**config.mk**
```make
export PLATFORM = sky130hd
export DESIGN_NAME = des_ip_stage
export DESIGN_NICKNAME = d
export VERILOG_FILES = /design/src/rtl/des_ip_stage.sv
export SDC_FILE = /design/constraint.sdc
export NUM_CORES = 1
export LEC_CHECK = 0
export ABC_AREA = 0
export CAP_MARGIN = 15
export CORE_MARGIN = 4
export CORE_UTILIZATION = 35
export CTS_BUF_LIST = sky130_fd_sc_hd__clkbuf_4
export CTS_CLUSTER_DIAMETER = 200
export CTS_CLUSTER_SIZE = 10
export DETAILED_ROUTE_END_ITERATION = 8
export GPL_TIMING_DRIVEN = 0
export PLACE_DENSITY = 0.78
export SLEW_MARGIN = 20
export SYNTH_ARGS = -nofsm -noshare
export SYNTH_HDL_FRONTEND = slang
export SYNTH_SLANG_ARGS = --single-unit
```
**constraint.sdc**
```tcl
create_clock -name clk -period 2 [get_ports clk]
set_clock_uncertainty 0.2 [all_clocks]
set_input_delay 0.4 -clock clk [delete_from_list [all_inputs] [get_ports clk]]
set_output_delay 0.4 -clock clk [all_outputs]
set_load 0.05 [all_outputs]
```
**src/rtl/des_ip_stage.sv**
```systemverilog
// des_ip_stage
//   Applies the DES initial permutation IP to each accepted 64-bit block and
//   buffers the result in a 2-entry FIFO, presenting L0/R0 to the next stage.
//
// Ports
//   clk        single clock, rising-edge state updates
//   rst        synchronous active-high reset
//   in_valid   upstream offers in_data (bit 63 = DES bit 1)
//   in_ready   room for one more block (occupancy < 2)
//   in_data    64-bit plaintext/ciphertext block
//   out_valid  head entry present
//   out_ready  downstream consumes the head entry
//   out_l      L0 = upper half of IP(block)
//   out_r      R0 = lower half of IP(block)
//   blk_cnt    accepted-block counter, wraps silently
//   chk_err    sticky self-check failure flag
//
// Handshake: a transfer happens on a port exactly on a rising edge where
// valid && ready; ready never depends combinationally on the other side's
// valid, and offered data is only captured on a transfer.
//
// Optional feature: define DES_IP_SELFCHECK_EN to pass every accepted block
// back through FP and flag any mismatch with in_data on chk_err. Without it
// chk_err is tied low and no check logic exists.
module des_ip_stage #(
  parameter int CNT_W = 16
) (
  input  logic             clk,
  input  logic             rst,
  input  logic             in_valid,
  output logic             in_ready,
  input  logic [63:0]      in_data,
  output logic             out_valid,
  input  logic             out_ready,
  output logic [31:0]      out_l,
  output logic [31:0]      out_r,
  output logic [CNT_W-1:0] blk_cnt,
  output logic             chk_err
);

  // DES bit number (1 = MSB) that feeds output bit position pos (1..64).
  // Rows of the IP table start at 58,60,62,64,57,59,61,63 and step down by 8.
  function automatic int ip_src(input int pos);
    int row;
    int col;
    int base;
    row  = (pos - 1) / 8;
    col  = (pos - 1) % 8;
    base = (row < 4) ? (58 + 2 * row) : (57 + 2 * (row - 4));
    return base - 8 * col;
  endfunction

  function automatic logic [63:0] des_ip(input logic [63:0] x);
    logic [63:0] y;
    y = '0;
    for (int p = 1; p <= 64; p++) begin
      y[6'(64 - p)] = x[6'(64 - ip_src(p))];
    end
    return y;
  endfunction

  logic [63:0] mem [2];
  logic        wr_ptr;
  logic        rd_ptr;
  logic [1:0]  occ;
  logic        push;
  logic        pop;
  logic [63:0] ip_word;

  assign ip_word   = des_ip(in_data);
  assign in_ready  = (occ != 2'd2);
  assign out_valid = (occ != 2'd0);
  assign push      = in_valid && in_ready;
  assign pop       = out_valid && out_ready;
  assign out_l     = mem[rd_ptr][63:32];
  assign out_r     = mem[rd_ptr][31:0];

  // Storage needs no reset: occupancy alone decides what is valid.
  always_ff @(posedge clk) begin
    if (push) begin
      mem[wr_ptr] <= ip_word;
    end
  end

  always_ff @(posedge clk) begin
    if (rst) begin
      wr_ptr  <= 1'b0;
      rd_ptr  <= 1'b0;
      occ     <= 2'd0;
      blk_cnt <= '0;
    end else begin
      if (push) begin
        wr_ptr  <= ~wr_ptr;
        blk_cnt <= blk_cnt + {{(CNT_W-1){1'b0}}, 1'b1};
      end
      if (pop) begin
        rd_ptr <= ~rd_ptr;
      end
      case ({push, pop})
        2'b10:   occ <= occ + 2'd1;
        2'b01:   occ <= occ - 2'd1;
        default: occ <= occ;
      endcase
    end
  end

`ifdef DES_IP_SELFCHECK_EN
  // FP is the inverse mapping: the bit IP moved to position p goes back to
  // its source position.
  function automatic logic [63:0] des_fp(input logic [63:0] x);
    logic [63:0] y;
    y = '0;
    for (int p = 1; p <= 64; p++) begin
      y[6'(64 - ip_src(p))] = x[6'(64 - p)];
    end
    return y;
  endfunction

  always_ff @(posedge clk) begin
    if (rst) begin
      chk_err <= 1'b0;
    end else if (push && (des_fp(ip_word) != in_data)) begin
      chk_err <= 1'b1;
    end
  end
`else
  assign chk_err = 1'b0;
`endif

endmodule

```
==> results of run 1 <==
## flip-flops by register name, summed over array words and instances, names as in the netlist, named ones only
signal,cells
wr_ptr,1
mem,32
rd_ptr,1
occ,2
blk_cnt,16
## worst min path at each step
stage                          start  slack [ns]  cells past startpoint          to
after global routing        in_valid        0.20                      3  blk_cnt[1]
after floorplan               occ[1]        0.27                      2      occ[1]
after global placement    blk_cnt[1]        0.26                      2  blk_cnt[1]
after detailed placement  blk_cnt[1]        0.27                      2  blk_cnt[1]
final                       in_valid        0.19                      3  blk_cnt[1]
after CTS                   in_valid        0.16                      3  blk_cnt[1]
## power by group
group          internal (uW)  switching [uW]
clock network            132             321
logic                    789            1160
registers               1340            93.2
## layout make-up
type	count	area, um^2
fillers	614	3307
flip-flops and latches	53	1394
multi-input cells	146	943.4
repair buffers	56	598.1
plain buffers	54	406.6
well taps	96	120.1
clock buffers	5	37.54
clock inverters	3	17.52
inverters	2	7.507
## worst max-delay path, delay by kind of cell, from the launching register on
family                 cells  cell delay [ns]
DFF                        1             0.44
buffers and inverters      2             0.29
muxes                      1             0.32
## metrics by stage
stage | setup slack (ns) | std cells | power (uW) | setup TNS, ns | utilization, %
6_report | -0.01508 | 415 | 3840 | -0.06289 | 51.59
5_1_grt | -0.06728 | 415 | 4011 | -0.8462 | 51.59
4_1_cts | -0.1360 | 413 | 3758 | -0.9183 | 50.64
3_5_place_dp | -0.8728 | 404 | 3090 | -12.34 | 48.44
3_3_place_gp | -0.8154 | 404 | 3048 | -11.16 | 48.44
2_1_floorplan | 0.009895 | 256 | 2658 | 0 | -
## metal layers
metal  up-vias  wire length [um]  GRT usage (%)
met5         -                 0              0
met1       799              2257          14.64
li1        856                 -              -
met4         0                79          4.455
met2        62              2657          20.99
met3         8               237          2.953
## logic make-up (layout without fill, tap and decap cells)
| group | after synthesis | in the layout | synth area share (%) |
|---|---|---|---|
| buf+inv | 57 | 120 | 16.41 |
| flops | 53 | 53 | 55.73 |
| simple gates | 48 | 48 | 11.36 |
| compound gates | 21 | 21 | 4.543 |
| mux | 16 | 16 | 7.269 |
| xor+xnor | 10 | 10 | 3.534 |
| fa+ha+maj | 2 | 2 | 1.009 |
| other cells | 1 | 49 | 0.1513 |
## what timing repair did
| item | CTS | global route |
|---|---|---|
| setup endpoints to repair | 51 | 38 |
| gates resized for setup | 152 | 31 |
| buffers inserted | 1 | 3 |
| gates cloned | 1 | 0 |
## cells in the final DEF, fill, tap and decap left out, types with 2 or more instances in the layout
| cell | n |
|---|---|
| xor2_1 | 7 |
| and2_1 | 3 |
| inv_1 | 2 |
| o31ai_1 | 3 |
| or4_1 | 3 |
| clkbuf_4 | 5 |
| buf_6 | 4 |
| buf_4 | 51 |
| xnor2_1 | 3 |
| mux2_2 | 3 |
| a21oi_1 | 11 |
| clkdlybuf4s50_1 | 18 |
| o21ai_0 | 7 |
| nand2_1 | 6 |
| clkbuf_1 | 2 |
| dfxtp_2 | 7 |
| dfxtp_1 | 13 |
| conb_1 | 49 |
| nor2_1 | 10 |
| clkdlybuf4s15_1 | 2 |
| dlygate4sd2_1 | 13 |
| nand4_1 | 3 |
| or3_1 | 6 |
| nand3_1 | 4 |
| buf_8 | 14 |
| mux2_4 | 13 |
| edfxtp_1 | 32 |
| and3_1 | 4 |
| buf_2 | 4 |
==> results.txt, run 1 <==
status: complete, but fails checks
violated checks: negative setup slack
most common cell in the synthesized netlist: buf_4
vias per inst: 4.157
Leak: 0.001560 uW
Synth Flop Type: edfxtp_1
Clock Sinks: 53
most frequent CP cell: buf_8
CP Cell Sequence: buf_8 > mux2_4 > buf_8
Yosys warnings: 0
Setup crit end kind: primary output
Unique masters post-synth: 30
WP data arrival: 1.42 ns
Routed Antenna Nets: 0
drt drc: 0
# hold bufs at CTS: 0
initial antenna violation count: 0
final instance area: 3525 um^2
total core area: 6832 um^2
VDD IR max: 0.3504 mV
total of max-cap violations: 0
routed len/inst: 12.61 um
drt total wl: 5232 um
GRT overflow: 0
Post-synth EDFFs: 32
area grow syn2layout: 42.20%
#FFs+latches synth: 53
CTS clk-pin slew, worst paths: 0.15 ns
worst setup margin: -0.01508 ns
Final nets: 388
Placement Cell Area: 3309 um^2
RSZ-0062 raised after global routing: true
RR Startpoint: occ[1]
Max H-tree Level: 2
total CTS buffers: 5
top cells by area, synth: edfxtp_1 39%, dfxtp_1 17%, buf_4 15%, mux2_2 7.3%, xor2_1 2.5%
Worst EP required: 1.40 ns
Crit path largest cell delay: 0.44 ns
Post-synth ARST share: 0%
Register-to-Register Setup Slack: 0.14 ns
max-slew violations: 0
# setup viols final: 8
top-area cell type share of the netlist area: 38.77%
R2R Path End: occ[1]
gr usage total: 12.16%
register area share after synthesis: 55.73%
Final period util: 100.8%
Synth Cell Area: 2479 um^2
Ant. Diodes: 0
critical path type: reg -> out
Worst-Margin Slew: 0.5171 ns
Hold Violations, Final: 0
Synth top cells by count: 49 x buf_4, 32 x edfxtp_1, 21 x dfxtp_1
CTS tree: built
Critical Path Source Type: flop
clk_lat worst skew: 0.36 ns
port bufs: 52
Post-Syn Area per Cell: 11.92 um^2
Placer Congestion: 0.7486
HPWL Detailed: 3555 um
vias in the first global route: 1,664
vias: 1,725
final worst path period need: 2.015 ns
die area: 8493 um^2
Die X-Extent: 92.16 um
root buffer cell: clkbuf_4
num ports: 151
drt pass-1 iters: 4
worst hold margin: 0.1869 ns
FF-to-FF path depth: 6
share of cells above drive strength 1: 35.74%
type of the worst min-delay path: in -> reg
Clock Tree Buf Depth: 2
max frequency: 496.3 MHz
Mapped Cells: 208
global-route wire length before repair: 8162 um
CP endpoint: out_r[22]
initial cell density of the core: 36.28%
initial DRC count: 44
critical path peak fanout: 6
die height: 92.16 um
Crit-path slowest cell: dfxtp_4
Slew headroom: 65.66%
Cell Pwr Density: 1090 nW/um^2
largest net degree at the start of global routing: 17
row count: 30
largest area contributor in the netlist: edfxtp_1
Note: power is estimated with default switching activity, not from simulation.
==> run 2: changes to the inputs <==
--- a/config.mk
+++ b/config.mk
@@ -8,13 +8,13 @@
 export ABC_AREA = 0
 export CAP_MARGIN = 15
 export CORE_MARGIN = 4
-export CORE_UTILIZATION = 35
+export CORE_UTILIZATION = 38
 export CTS_BUF_LIST = sky130_fd_sc_hd__clkbuf_4
 export CTS_CLUSTER_DIAMETER = 200
 export CTS_CLUSTER_SIZE = 10
 export DETAILED_ROUTE_END_ITERATION = 8
 export GPL_TIMING_DRIVEN = 0
-export PLACE_DENSITY = 0.78
+export PLACE_DENSITY = 0.81
 export SLEW_MARGIN = 20
 export SYNTH_ARGS = -nofsm -noshare
 export SYNTH_HDL_FRONTEND = slang
==> constraint.sdc (replaced) <==
create_clock -name clk -period 2.2 [get_ports clk]
set_clock_uncertainty 0.2 [all_clocks]
set_input_delay 0.44 -clock clk [delete_from_list [all_inputs] [get_ports clk]]
set_output_delay 0.44 -clock clk [all_outputs]
set_load 0.05 [all_outputs]
==> run 2 against run 1 <==
Compared with the run above:
- the run now ends clean
- sequential share of layout area increased by 2.1 points
- critical endpoint is now out_r[30]
- via count decreased by 2.1%
- register-to-register slack improved by 0.04 ns
- critical path type unchanged
==> results.txt, run 2 (synthesized netlist as in run 1, its figures left out) <==
status: complete, no violations
Leak: 0.001481 uW
total of max-cap violations: 0
drt pass-1 iters: 4
largest net degree at the start of global routing: 17
CTS tree: built
CP Cell Sequence: buf_8 > mux2_2 > buf_2
critical path peak fanout: 10
row count: 29
hold path depth: 3
Buf+Inv Stages, Crit Path: 2
Setup crit end kind: primary output
Cell Pwr Density: 981.2 nW/um^2
GRT overflow: 0
routed len/inst: 12.44 um
# hold bufs at CTS: 0
Clock Tree Buf Depth: 2
Largest register FFs: 32
drt drc: 0
total CTS buffers: 5
RR Startpoint: occ[0]
initial antenna violation count: 0
Final nets: 384
global-route wire length before repair: 7376 um
Worst-Margin Slew: 0.7766 ns
initial DRC count: 37
max-slew violations: 0
critical path type: reg -> out
setup TNS: 0 ns
Routed Antenna Nets: 0
worst setup margin: 0.07536 ns
WP data arrival: 1.48 ns
die area: 7879 um^2
WHS Endpoint: blk_cnt[1]
Ant. Diodes: 0
Critical Path Source Type: flop
Post-Place Setup Slack: -0.6750 ns
root buffer cell: clkbuf_4
Final period util: 96.57%
Die X-Extent: 88.77 um
total power: 3266 uW
CTS clk-pin slew, worst paths: 0.14 ns
CP top delay family: flip-flops
Slew headroom: 48.22%
initial cell density of the core: 39.03%
VDD IR max: 0.5994 mV
vias in the first global route: 1,593
total core area: 6350 um^2
vias: 1,689
vias per inst: 4.309
R2R Path End: occ[1]
Placer Congestion: 0.7334
Crit-path slowest cell: dfxtp_4
# setup viols final: 0
hold_sp: in_valid
HPWL Detailed: 3747 um
Largest regs: mem: 32 flops, blk_cnt: 16 flops, occ: 2 flops
gr usage total: 12.02%
max frequency: 470.7 MHz
FF-to-FF path depth: 6
Top reg by flops: mem
final worst path period need: 2.125 ns
share of cells above drive strength 1: 31.11%
Max H-tree Level: 2
port bufs: 52
die height: 88.77 um
drt total wl: 4875 um
most frequent cells in the layout: 54 x buf_4, 49 x conb_1, 32 x edfxtp_1, 20 x dfxtp_1, 18 x clkdlybuf4s50_1
Crit path largest cell delay: 0.43 ns
commonest non-fill, non-tap cell in the layout: buf_4
type of the worst min-delay path: in -> reg
RSZ-0062 raised after global routing: true
clk_lat worst skew: 0.36 ns
Register-to-Register Setup Slack: 0.18 ns
Worst EP required: 1.56 ns
area grow syn2layout: 34.28%
Clock Sinks: 53
Hold Violations, Final: 0
num ports: 151
run 2: cell count changes in the layout (fill, tap and decap cells not counted), sizes merged:
cell	previous run	this run
dlygate4sd2	13	17
clkdlybuf4s15	2	7
buf	74	62
bufinv	0	1
clkinvlp	2	0
run 2: how the worst max path moves through the flow:
stage | cells after the start | end | start | slack [ns]
after floorplan | 4 | mem[0][0] | occ[0] | 0.05
after global placement | 4 | out_r[30] | flop | -0.66
after detailed placement | 4 | out_r[30] | flop | -0.68
after CTS | 3 | out_r[30] | flop | -0.10
after global routing | 3 | out_r[30] | flop | -0.0006
final | 3 | out_r[30] | flop | 0.08
run 2: routing by layer:
layer | vias to the layer above | wire (um) | GRT usage (%) | part of all wire (%)
met2 | 63 | 2413 | 20.51 | 49
met4 | 0 | 19 | 3.297 | 0.39
met5 | - | 0 | 0 | 0
met3 | 4 | 518 | 4.190 | 11
li1 | 847 | - | - | -
met1 | 775 | 1923 | 14.34 | 39
run 2: cell type report:
class                   instances  area, um^2
repair buffers                 52       470.5
flip-flops and latches         53        1385
fillers                       579        3022
clock inverters                 2       38.79
well taps                      77       96.34
multi-input cells             146       878.3
plain buffers                  54       406.6
inverters                       2       7.507
clock buffers                   6       45.04
run 2: power by group:
part | internal (uW) | total [uW] | switching, uW
sequential | 1220 | 1290 | 74.5
combinational | 462 | 1430 | 965
clock | 255 | 546 | 292
run 2: per-stage QoR:
| stage | std cells | instance area [um^2] | utilization, % | hold WS (ns) |
|---|---|---|---|---|
| 2_1_floorplan | 256 | 2659 | - | 0.2668 |
| 3_3_place_gp | 385 | 3276 | 51.59 | 0.2607 |
| 3_5_place_dp | 385 | 3278 | 51.63 | 0.2865 |
| 4_1_cts | 392 | 3313 | 52.18 | 0.1982 |
| 5_1_grt | 392 | 3328 | 52.41 | 0.2257 |
| 6_report | 392 | 3328 | 52.41 | 0.2273 |
run 2: worst reg2reg max path, cell delays in order, from the launching register on:
cell and delay [ns]:
dfxtp_1 0.41, nand2b_1 0.14, buf_6 0.14, nand2_1 0.19
ha_1 0.39, or3_1 0.35, a21oi_1 0.14
run 2: what timing repair did:
item | 4_1_cts | 5_1_grt
pin swaps | 0 | 0
endpoints found under the setup margin | 34 | 26
hold endpoints to repair | 0 | 0
buffers inserted | 0 | 0
cloned | 0 | 0
gates resized for setup | 91 | 14
==> run 3: changes to the inputs <==
--- a/config.mk
+++ b/config.mk
@@ -14,7 +14,9 @@
 export CTS_CLUSTER_SIZE = 10
 export DETAILED_ROUTE_END_ITERATION = 8
 export GPL_TIMING_DRIVEN = 0
+export HOLD_SLACK_MARGIN = 0.05
 export PLACE_DENSITY = 0.81
+export SETUP_SLACK_MARGIN = 0.15
 export SLEW_MARGIN = 20
 export SYNTH_ARGS = -nofsm -noshare
 export SYNTH_HDL_FRONTEND = slang
==> run 3 against run 2 <==
Compared with the run above:
- total power grew 12%
- via count up 1.7%
- routed wire length rose by 6.1%
- cell area is 7.7% higher
- worst hold slack improved by 0.0019 ns
- sequential share of layout area is 3.0 points lower
- first-iteration DRC count is 35% lower
- non-clock buffer count rose by 7
- sequential power hardly changed
- maximum frequency decreased by 2.8%
- utilization up 4.1 points
- global-route usage grew 0.70 points
- largest power group unchanged
==> results.txt, run 3 (synthesized netlist as in run 1, its figures left out) <==
status: complete, no violations
Setup crit end kind: primary output
Slew headroom: 46.37%
Buf+Inv Stages, Crit Path: 4
clock group share of total power: 12.0%
Largest register FFs: 32
Routed Antenna Nets: 0
drt drc: 0
total power: 3657 uW
Crit path largest cell delay: 0.35 ns
max-slew violations: 0
HPWL Detailed: 3724 um
# setup viols final: 0
row count: 29
final worst path period need: 2.186 ns
RSZ-0062 raised after global routing: true
Critical Path Source Type: flop
port bufs: 52
most frequent CP cell: buf_8
CP top delay family: buffers and inverters
Int Pwr: 2203 uW
Final Non-Filler Cells: 399
global-route wire length before repair: 7803 um
initial DRC count: 24
root buffer cell: clkbuf_4
clk_lat worst skew: 0.35 ns
Cell Pwr Density: 1020 nW/um^2
worst hold margin: 0.2291 ns
P_sw: 1454 uW
vias in the first global route: 1,660
initial cell density of the core: 39.03%
gr usage total: 12.72%
most frequent cells in the layout: 51 x buf_4, 49 x conb_1, 32 x edfxtp_1, 19 x dfxtp_1
critical path peak fanout: 5
GRT overflow: 0
WP data arrival: 1.55 ns
Leak: 0.001597 uW
commonest non-fill, non-tap cell in the layout: buf_4
total CTS buffers: 5
Ant. Diodes: 0
Clock Tree Buf Depth: 2
share of cells above drive strength 1: 34.16%
critical path type: reg -> out
Fill cells: 524
drt pass-1 iters: 4
Placed Cells: 385
FF-to-FF path depth: 3
Top reg by flops: mem
CTS tree: built
Placer Congestion: 0.7173
# hold bufs at CTS: 0
R2R Path End: mem[1][8]
Final period util: 99.36%
largest net degree at the start of global routing: 17
Sw Share: 39.75%
die area: 7879 um^2
Crit-path slowest cell: dfxtp_2
Die X-Extent: 88.77 um
vias: 1,718
CTS clk-pin slew, worst paths: 0.15 ns
Clock Sinks: 53
type of the worst min-delay path: in -> reg
num ports: 151
Hold Violations, Final: 0
Worst EP required: 1.56 ns
vias per inst: 4.306
RR Startpoint: occ[0]
CP Depth: 5
Worst-Margin Slew: 0.8044 ns
area grow syn2layout: 44.67%
total of max-cap violations: 0
VDD IR max: 0.8529 mV
Register-to-Register Setup Slack: 0.28 ns
Max H-tree Level: 2
die height: 88.77 um
max frequency: 457.5 MHz
initial antenna violation count: 0
drt total wl: 5170 um
Combinational Power Share: 52.9%
CP endpoint: out_r[21]
CP Cell Sequence: buf_8 > buf_12 > buf_8 > mux2_4 > buf_8
post-layout util: 56.47%
Final nets: 391
total core area: 6350 um^2
Largest regs: mem: 32 flops, blk_cnt: 16 flops, occ: 2 flops
routed len/inst: 12.96 um
Flop pwr share: 35.1%
run 3: power by group through the flow:
stage | clock network (uW) | registers [uW] | logic [uW]
2_1_floorplan | 0 | 1310 | 1100
3_3_place_gp | 0 | 1280 | 1490
3_5_place_dp | 0 | 1290 | 1510
4_1_cts | 455 | 1280 | 1900
5_1_grt | 492 | 1300 | 2030
6_report | 438 | 1280 | 1930
run 3: per-layer routing:
| metal | up-vias | global-route usage, % | part of all wire, % |
|---|---|---|---|
| li1 | 868 | - | - |
| met1 | 786 | 14.24 | 40 |
| met2 | 60 | 22.47 | 50 |
| met3 | 4 | 4.283 | 9.2 |
| met4 | 0 | 4.396 | 0.56 |
| met5 | - | 0 | 0 |
run 3: worst reg2reg max path, cell delays in order (launching register included):
cell	delay [ns]
dfxtp_2	0.39
nand2b_1	0.14
buf_6	0.15
and3_1	0.70
run 3: worst min path at each step:
stage,start,to,slack [ns],depth (start not counted)
after floorplan,occ[1],occ[1],0.27,2
after global placement,blk_cnt[15],blk_cnt[15],0.26,2
after detailed placement,blk_cnt[15],blk_cnt[15],0.29,2
after CTS,in_valid,blk_cnt[1],0.21,3
after global routing,in_valid,blk_cnt[1],0.22,3
final,in_valid,blk_cnt[1],0.23,3
run 3: cell type report:
type | instances | area, um^2 | area share [%]
Clock inverter | 2 | 15.01 | 0.4187
Timing Repair Buffer | 58 | 675.6 | 18.84
Tap cell | 77 | 96.34 | 2.687
Sequential cell | 53 | 1384 | 38.59
Clock buffer | 6 | 45.04 | 1.256
Multi-Input combinational cell | 146 | 940.9 | 26.24
Buffer | 55 | 421.7 | 11.76
Inverter | 2 | 7.507 | 0.2094
run 3: stage by stage:
stage / cell area, um^2 / TNS [ns] / setup slack [ns]
2_1_floorplan: 2661 / 0 / 0.1634
3_3_place_gp: 3278 / -6.988 / -0.6471
3_5_place_dp: 3278 / -7.316 / -0.6825
4_1_cts: 3562 / -0.2058 / -0.04248
5_1_grt: 3586 / -0.4312 / -0.04663
6_report: 3586 / 0 / 0.01413
run 3: timing repair:
item,4_1_cts,5_1_grt
resized for setup,174,14
endpoints found under the setup margin,50,40
setup buffers,4,1
gates cloned,1,0
